$ cat src/rtl/muldiv_seq.sv
// Iterative HI/LO unit: one WIDTH-step shift-add multiplier and restoring divider
// sharing a start/busy handshake, plus mthi/mtlo writes and the HI/LO read stall.
module muldiv_seq #(
  parameter int WIDTH = 32,
  parameter int CNT_W = 6
) (
  input  logic             clk,
  input  logic             rst,
  input  logic             start,
  input  logic [2:0]       op,
  input  logic [WIDTH-1:0] a,
  input  logic [WIDTH-1:0] b,
  input  logic             flush,
  input  logic             rd_hilo,
  output logic             busy,
  output logic             done,
  output logic             stall,
  output logic [WIDTH-1:0] hi,
  output logic [WIDTH-1:0] lo
);

  typedef enum logic [1:0] {S_IDLE, S_RUN, S_DONE} state_t;

  localparam logic [2:0] OP_MULTU = 3'd1;
  localparam logic [2:0] OP_DIVU  = 3'd2;
  localparam logic [2:0] OP_MTHI  = 3'd3;
  localparam logic [2:0] OP_MTLO  = 3'd4;
  localparam logic [CNT_W-1:0] LAST_STEP = CNT_W'(WIDTH - 1);

  state_t           state, state_next;
  logic [CNT_W-1:0] cnt;
  logic             is_div;
  logic [WIDTH-1:0] opnd;    // multiplicand or divisor
  logic [WIDTH-1:0] mplier;
  logic [WIDTH-1:0] acc_hi;  // accumulator upper half or partial remainder
  logic [WIDTH-1:0] acc_lo;  // accumulator lower half or dividend/quotient

  logic             accept, go, last, step_en;
  logic [WIDTH:0]   sum, rem_sh, trial;
  logic [WIDTH-1:0] step_hi, step_lo;

  assign accept  = start && (state != S_RUN);
  assign go      = accept && ((op == OP_MULTU) || (op == OP_DIVU));
  assign last    = (cnt == LAST_STEP);
  assign step_en = (state == S_RUN) && !flush;

  assign busy  = (state == S_RUN);
  assign done  = (state == S_DONE);
  assign stall = busy && rd_hilo;

  // Both engines keep their working value in {acc_hi, acc_lo}, so the final
  // step writes hi/lo identically for multu and divu.
  always_comb begin
    sum     = {1'b0, acc_hi} + {1'b0, (mplier[0] ? opnd : '0)};
    rem_sh  = {acc_hi, acc_lo[WIDTH-1]};
    trial   = rem_sh - {1'b0, opnd};
    step_hi = sum[WIDTH:1];
    step_lo = {sum[0], acc_lo[WIDTH-1:1]};
    if (is_div) begin
      if (!trial[WIDTH]) begin
        step_hi = trial[WIDTH-1:0];
        step_lo = {acc_lo[WIDTH-2:0], 1'b1};
      end else begin
        step_hi = rem_sh[WIDTH-1:0];
        step_lo = {acc_lo[WIDTH-2:0], 1'b0};
      end
    end
  end

  // NOTE: every variable assigned in always_comb gets a default first so no latch is inferred.
  always_comb begin
    state_next = state;
    case (state)
      S_IDLE: if (go) state_next = S_RUN;
      S_RUN: begin
        if (flush)     state_next = S_IDLE;
        else if (last) state_next = S_DONE;
      end
      S_DONE:  state_next = go ? S_RUN : S_IDLE;
      default: state_next = S_IDLE;
    endcase
  end

  // NOTE: sequential state uses non-blocking assignments so all registers update from pre-edge values.
  always_ff @(posedge clk or posedge rst) begin
    if (rst) state <= S_IDLE;
    else     state <= state_next;
  end

  // NOTE: the operand registers are reset too, so a reset mid-operation leaves no stale partial result.
  always_ff @(posedge clk or posedge rst) begin
    if (rst) begin
      cnt    <= '0;
      is_div <= 1'b0;
      opnd   <= '0;
      mplier <= '0;
      acc_hi <= '0;
      acc_lo <= '0;
      hi     <= '0;
      lo     <= '0;
    end else begin
      if (go) begin
        cnt    <= '0;
        is_div <= (op == OP_DIVU);
        opnd   <= (op == OP_DIVU) ? b : a;
        mplier <= b;
        acc_hi <= '0;
        acc_lo <= (op == OP_DIVU) ? a : '0;
      end else if (step_en) begin
        cnt    <= cnt + 1'b1;
        mplier <= mplier >> 1;
        acc_hi <= step_hi;
        acc_lo <= step_lo;
      end

      if (accept && (op == OP_MTHI)) hi <= a;
      if (accept && (op == OP_MTLO)) lo <= a;

      if (step_en && last) begin
        hi <= step_hi;
        lo <= step_lo;
      end
    end
  end

endmodule

$ cat config.mk
export PLATFORM = sky130hd
export DESIGN_NAME = muldiv_seq
export DESIGN_NICKNAME = d
export VERILOG_FILES = /design/src/rtl/muldiv_seq.sv
export SDC_FILE = /design/constraint.sdc
export NUM_CORES = 1
export LEC_CHECK = 0
export CAP_MARGIN = 25
export CELL_PAD_IN_SITES_DETAIL_PLACEMENT = 1
export CELL_PAD_IN_SITES_GLOBAL_PLACEMENT = 1
export CORE_ASPECT_RATIO = 0.5
export CORE_MARGIN = 4
export CORE_UTILIZATION = 44
export CTS_CLUSTER_DIAMETER = 40
export CTS_CLUSTER_SIZE = 12
export DETAILED_ROUTE_END_ITERATION = 8
export PLACE_DENSITY = 0.89
export SETUP_SLACK_MARGIN = 0.1
export SKIP_CTS_REPAIR_TIMING = 1
export SYNTH_ARGS = -nofsm -noshare
export SYNTH_HDL_FRONTEND = slang
export SYNTH_SLANG_ARGS = --single-unit
export TNS_END_PERCENT = 1
$ cat constraint.sdc
create_clock -name clk -period 7.8 [get_ports clk]
set_input_delay 1.17 -clock clk [delete_from_list [all_inputs] [get_ports clk]]
set_output_delay 1.17 -clock clk [all_outputs]
set_load 0.05 [all_outputs]
Word level (Yosys, flattened, before mapping)
Cells that the tools add are included.

Bits in registers: 201. Latch bits: 0. Memory bits (writable): 0. Memory bits (read-only): 0. Input bits: 72. Output and inout bits: 67. Logic and storage cells: 60. Memories: 0.

Add/subtract/negate cells: 3. Multipliers: 0. Divide/modulo/power cells: 0. Order comparisons: 0. Equal/unequal tests: 10. Shift-type cells: 0. Multiplexer cells: 24. Bitwise logic cells: 0. Reduce and logical (&&, ||, !) cells: 14.

Operators by type and width (number): 2-to-1 mux 32 bit (16); adder 32 x 32 -> 33 bit (1); subtractor 33 x 32 -> 33 bit (1); 2-to-1 mux 6 bit (2); logical AND 1 bit (7); adder 6 x 1 -> 6 bit (second input constant) (1); equality test 3 x 2 -> 1 bit (second input constant) (2); equality test 6 x 5 -> 1 bit (second input constant) (1); 2-to-1 mux 2 bit (3); case mux 2 bit (3 select lines) (1); nonzero test 2 bit (3); equality test 3 x 1 -> 1 bit (second input constant) (1); equality test 3 bit (second input constant) (1); inequality test 3 x 2 -> 1 bit (second input constant) (1); equality test 2 x 1 -> 1 bit (second input constant) (1); equality test 2 bit (second input constant) (1); logical NOT 2 bit (1); 2-to-1 mux 1 bit (2); inequality test 2 x 1 -> 1 bit (second input constant) (1); inequality test 2 bit (second input constant) (1); AND reduction 2 bit (1); logical NOT 1 bit (1); logical OR 1 bit (1).

Logic depth before layout (Yosys ltp)
Depth in word-level cells: 5. Depth in mapped cells: 15. Depth with buffers taken out: 13.

Worst setup path after synthesis
OpenSTA, ideal clock, no wires.

Path type: flip-flop to flip-flop. Start point: register mplier[0]. End point: register hi[28]. Library setup time: 0.077 ns. Arrival time: 3.140 ns. Data required time: 7.723 ns. Path slack: 4.583 ns. Cell stages (with the launch flop): 14. Buffers on the path: 2. Period minus slack after synthesis: 3.217 ns. Cell sequence: dfrtp_1 clkbuf_1 and2_1 ha_1 clkbuf_1 a211oi_1 o21ai_0 a221o_1 a31o_2 o31a_1 nand2_1 mux2_2 a211o_1 o21ai_1.

Cells in the longest elaborated chain, start to end: 4.

RTL lines: start: declaration (RTL line 34) `logic [WIDTH-1:0] mplier;`; start signal: assignment (RTL line 111) `mplier <= mplier >> 1;`; 2-to-1 mux 32 bit (RTL line 54) `sum = {1'b0, acc_hi} + {1'b0, (mplier[0] ? opnd : '0)};`; adder 32 x 32 -> 33 bit (RTL line 54); 2-to-1 mux 32 bit (RTL line 59) `if (is_div) begin`; 2-to-1 mux 32 bit (RTL line 119) `if (step_en && last) begin`; end signal: assignment (RTL line 120) `hi <= step_hi;`; end: declaration (RTL line 18) `output logic [WIDTH-1:0] hi,`.

Every way passes these cells. A chain may end at the register's enable or synchronous reset.

Final worst setup path
Start point: register mplier[0]. End point: register hi[25].

The elaborated chain is that of the path after synthesis.

==> out/summary.txt <==
Run status - completed
Ratio of cells with drive above 1 in the final layout - 0.0851
Initial antenna violation count - 6
Complex-gate fraction of the synthesized area - 0.213
Largest net degree at the start of global routing - 131
Synth Warn # - 0
EDFF count, synth - 0
DP Wirelength - 37700 µm
Clock slew at reported path FFs - 0.06 ns
Full die area - 34100 µm²
PortBufs - 138
Congestion Overflow GR - 0
Maximum VDD drop - 0.249 mV
First-pass GRT wire length - 86000 µm
Fill cells - 3519
P&R area growth vs syn - 18.9%
Clk_skew - 0.0169 ns
XOR/XNOR Fraction of Synth Area - 0.0377
RSZ-0062 raised after global routing - no
Commonest cells after routing, fill and taps aside - nand2_1 (226), dfrtp_1 (200), a21oi_1 (146)
CTS Sinks - 201
Worst Setup End Kind - register
PD cells - 421 nW/µm²
Final count of negative-setup-slack endpoints - 0
CTS max path bufs - 3
WP data arrival - 4.51 ns
Io pins - 139
TritonRoute pass-1 iters - 6
Critical Path Slowest Stage Cell - a221oi_1
Worst-path maximum fanout - 33
FF+latch count, synth - 201
Power Total - 6.83 mW
Clock Latency Late Sink - 0.54 ns
Root Driver - clkbuf_16
Worst hold slack - 0.488 ns
DR vias - 13600
Simple-gate share of the synthesized area - 0.168
Final Non-Filler Cells - 2117
DRT iter0 DRCs - 1720
Num CTS Buffers - 24
WL/cell - 26.8 µm
Area after DPL - 15400 µm²
Final #Nets - 1816
Actual slew at the worst max-slew pin - 1.08 ns
Synth unique cells - 80
Setup TNS - 0 ns
Mapped Nets - 1730
Routed WL - 56600 µm
Static Leak - 7.39 nW
HP Class - reg2reg
Inst Count DP - 2072
Ys async rst share - 1.00
Pre-CTS setup slack - 3.78 ns
CTS tree - yes
Post-route setup slack - 3.65 ns
Syn Std Cell Area - 13600 µm²
Slew headroom - 0.281
Syn Area/Cell - 8.58 µm²
Tcrit/Tclk final - 0.532
All-Layer GR Usage - 0.319
Die height - 133 µm
Max-slew violations - 0
Layout Utilization - 0.533
Peak Freq - 241 MHz
GPL Wtd Cong - 0.928
CORE AREA - 30500 µm²
Type of origin of the critical path - register
Critical-path cell list - buf_4 -> and2_1 -> ha_1 -> fa_1 -> a21o_1 -> a221oi_1 -> a2bb2oi_1 -> a21o_1 -> o21ai_0 -> a2111oi_0 -> nor3_1 -> a21oi_1 -> o21ai_0
Largest family of logic cells by synthesized area - compound AO/OA/AOI/OAI gates
Max-cap violation count - 0
Adder-cell area share of the yosys netlist - 0.0625
DRT antenna net count - 0
DR vias/cell - 6.43
DRC - 0
Site Rows - 45
Number of global-route vias before repair - 14000
Final instance area - 16200 µm²
Post-synthesis sequential area ratio - 0.369
Mux cell area share after synthesis - 0.110
Initial Util - 0.448
Synthesized instance count - 1591
Most common cell after layout, fill and taps aside - nand2_1
Htree depth - 1
Final Hold Fails - 0
Crit Path Category - reg2reg
Top_reg_cell synth - dfrtp_1
Slowest stage delay, CP - 0.54 ns
Width of the die - 257 µm
Min Clock Period, post-route - 4.15 ns
Worst Path Required - 8.16 ns
-- worst max-delay path: cells and delay by family (launching register included) --
family,cells,cell delay (ns)
AO/OA/AOI/OAI,8,2.36
buffers and inverters,1,0.24
flip-flops,1,0.36
adder cells (fa/ha/maj),2,0.68
AND/OR/NAND/NOR,2,0.32
-- cells in the mapped netlist, types with 4 or more instances --
cell type | instances | share of area
a211o_1 | 5 | 0.0032
a211oi_1 | 10 | 0.0055
a21o_1 | 34 | 0.019
a21oi_1 | 146 | 0.054
a221oi_1 | 5 | 0.0032
a22oi_1 | 31 | 0.017
a311oi_1 | 4 | 0.0026
a31o_2 | 5 | 0.0032
a31oi_1 | 17 | 0.0078
and2_1 | 37 | 0.017
and3_1 | 12 | 0.0055
buf_1 | 9 | 0.0025
clkbuf_1 | 81 | 0.022
dfrtp_1 | 201 | 0.37
ha_1 | 65 | 0.060
inv_1 | 43 | 0.012
mux2_2 | 60 | 0.050
mux2i_1 | 82 | 0.060
nand2_1 | 226 | 0.062
nand2b_1 | 10 | 0.0046
nand3_1 | 28 | 0.010
nand4_1 | 13 | 0.0060
nor2_1 | 134 | 0.037
nor2b_1 | 10 | 0.0046
nor3_1 | 16 | 0.0059
nor4_1 | 6 | 0.0028
o211ai_1 | 5 | 0.0028
o21a_1 | 10 | 0.0055
o21ai_0 | 123 | 0.045
o21ai_1 | 16 | 0.0059
o21bai_1 | 6 | 0.0033
o22ai_1 | 6 | 0.0028
o2bb2ai_1 | 4 | 0.0026
o31a_1 | 5 | 0.0032
o31ai_1 | 4 | 0.0022
xnor2_1 | 29 | 0.019
xor2_1 | 26 | 0.017
-- layer usage --
layer  GRT usage  wire length (µm)  share of wire  vias to the layer above
li1            -                 -              -                     5843
met1       0.429             23200           0.41                     6798
met2       0.493             24600           0.43                      778
met3      0.0947              6430           0.11                      187
met4       0.110              2440          0.043                        6
met5           0                46        0.00081                        -
-- final timing paths --
check | end | slack [ns] | start | depth (start not counted)
min in group asynchronous | lo[23] | 1.23 | rst | 2
max reg2reg | hi[25] | 3.65 | mplier[0] | 13
max | hi[25] | 3.65 | mplier[0] | 13
min reg2reg | mplier[29] | 0.49 | mplier[29] | 2
max in group asynchronous | is_div | 5.43 | rst | 4
min | mplier[29] | 0.49 | mplier[29] | 2
-- final cells by class --
class | instances | area [µm²] | area share
Clock inverter | 10 | 149 | 0.00918
Inverter | 43 | 169 | 0.0104
Antenna cell | 1 | 2.50 | 0.000154
Clock buffer | 32 | 651 | 0.0401
Tap cell | 423 | 529 | 0.0326
Timing Repair Buffer | 157 | 1580 | 0.0976
Multi-Input combinational cell | 1250 | 8110 | 0.500
Sequential cell | 201 | 5030 | 0.310
-- kinds of logic (layout without fill, tap and decap cells) --
kind of cell / count (synthesis) / count (layout)
and+or+nand+nor: 513 / 513
AOI/OAI and AO/OA: 470 / 470
DFF: 201 / 201
muxes: 143 / 143
buffers and inverters: 140 / 242
adders and majority gates: 67 / 67
xor gates and xnor gates: 57 / 57
other: 0 / 1
-- report_power, final --
part / internal (mW) / switching, mW / leakage (nW)
clock: 0.689 / 0.500 / 0.389
combinational: 1.36 / 2.49 / 4.51
sequential: 1.37 / 0.416 / 2.50
total: 3.42 / 3.41 / 7.39
-- registers in the layout (all words and copies together) (netlist names), 2 cells and up --
name    cells
cnt         6
state       2
lo         32
acc_hi     32
acc_lo     32
hi         32
mplier     32
opnd       32
(Power assumes the default switching activity.)
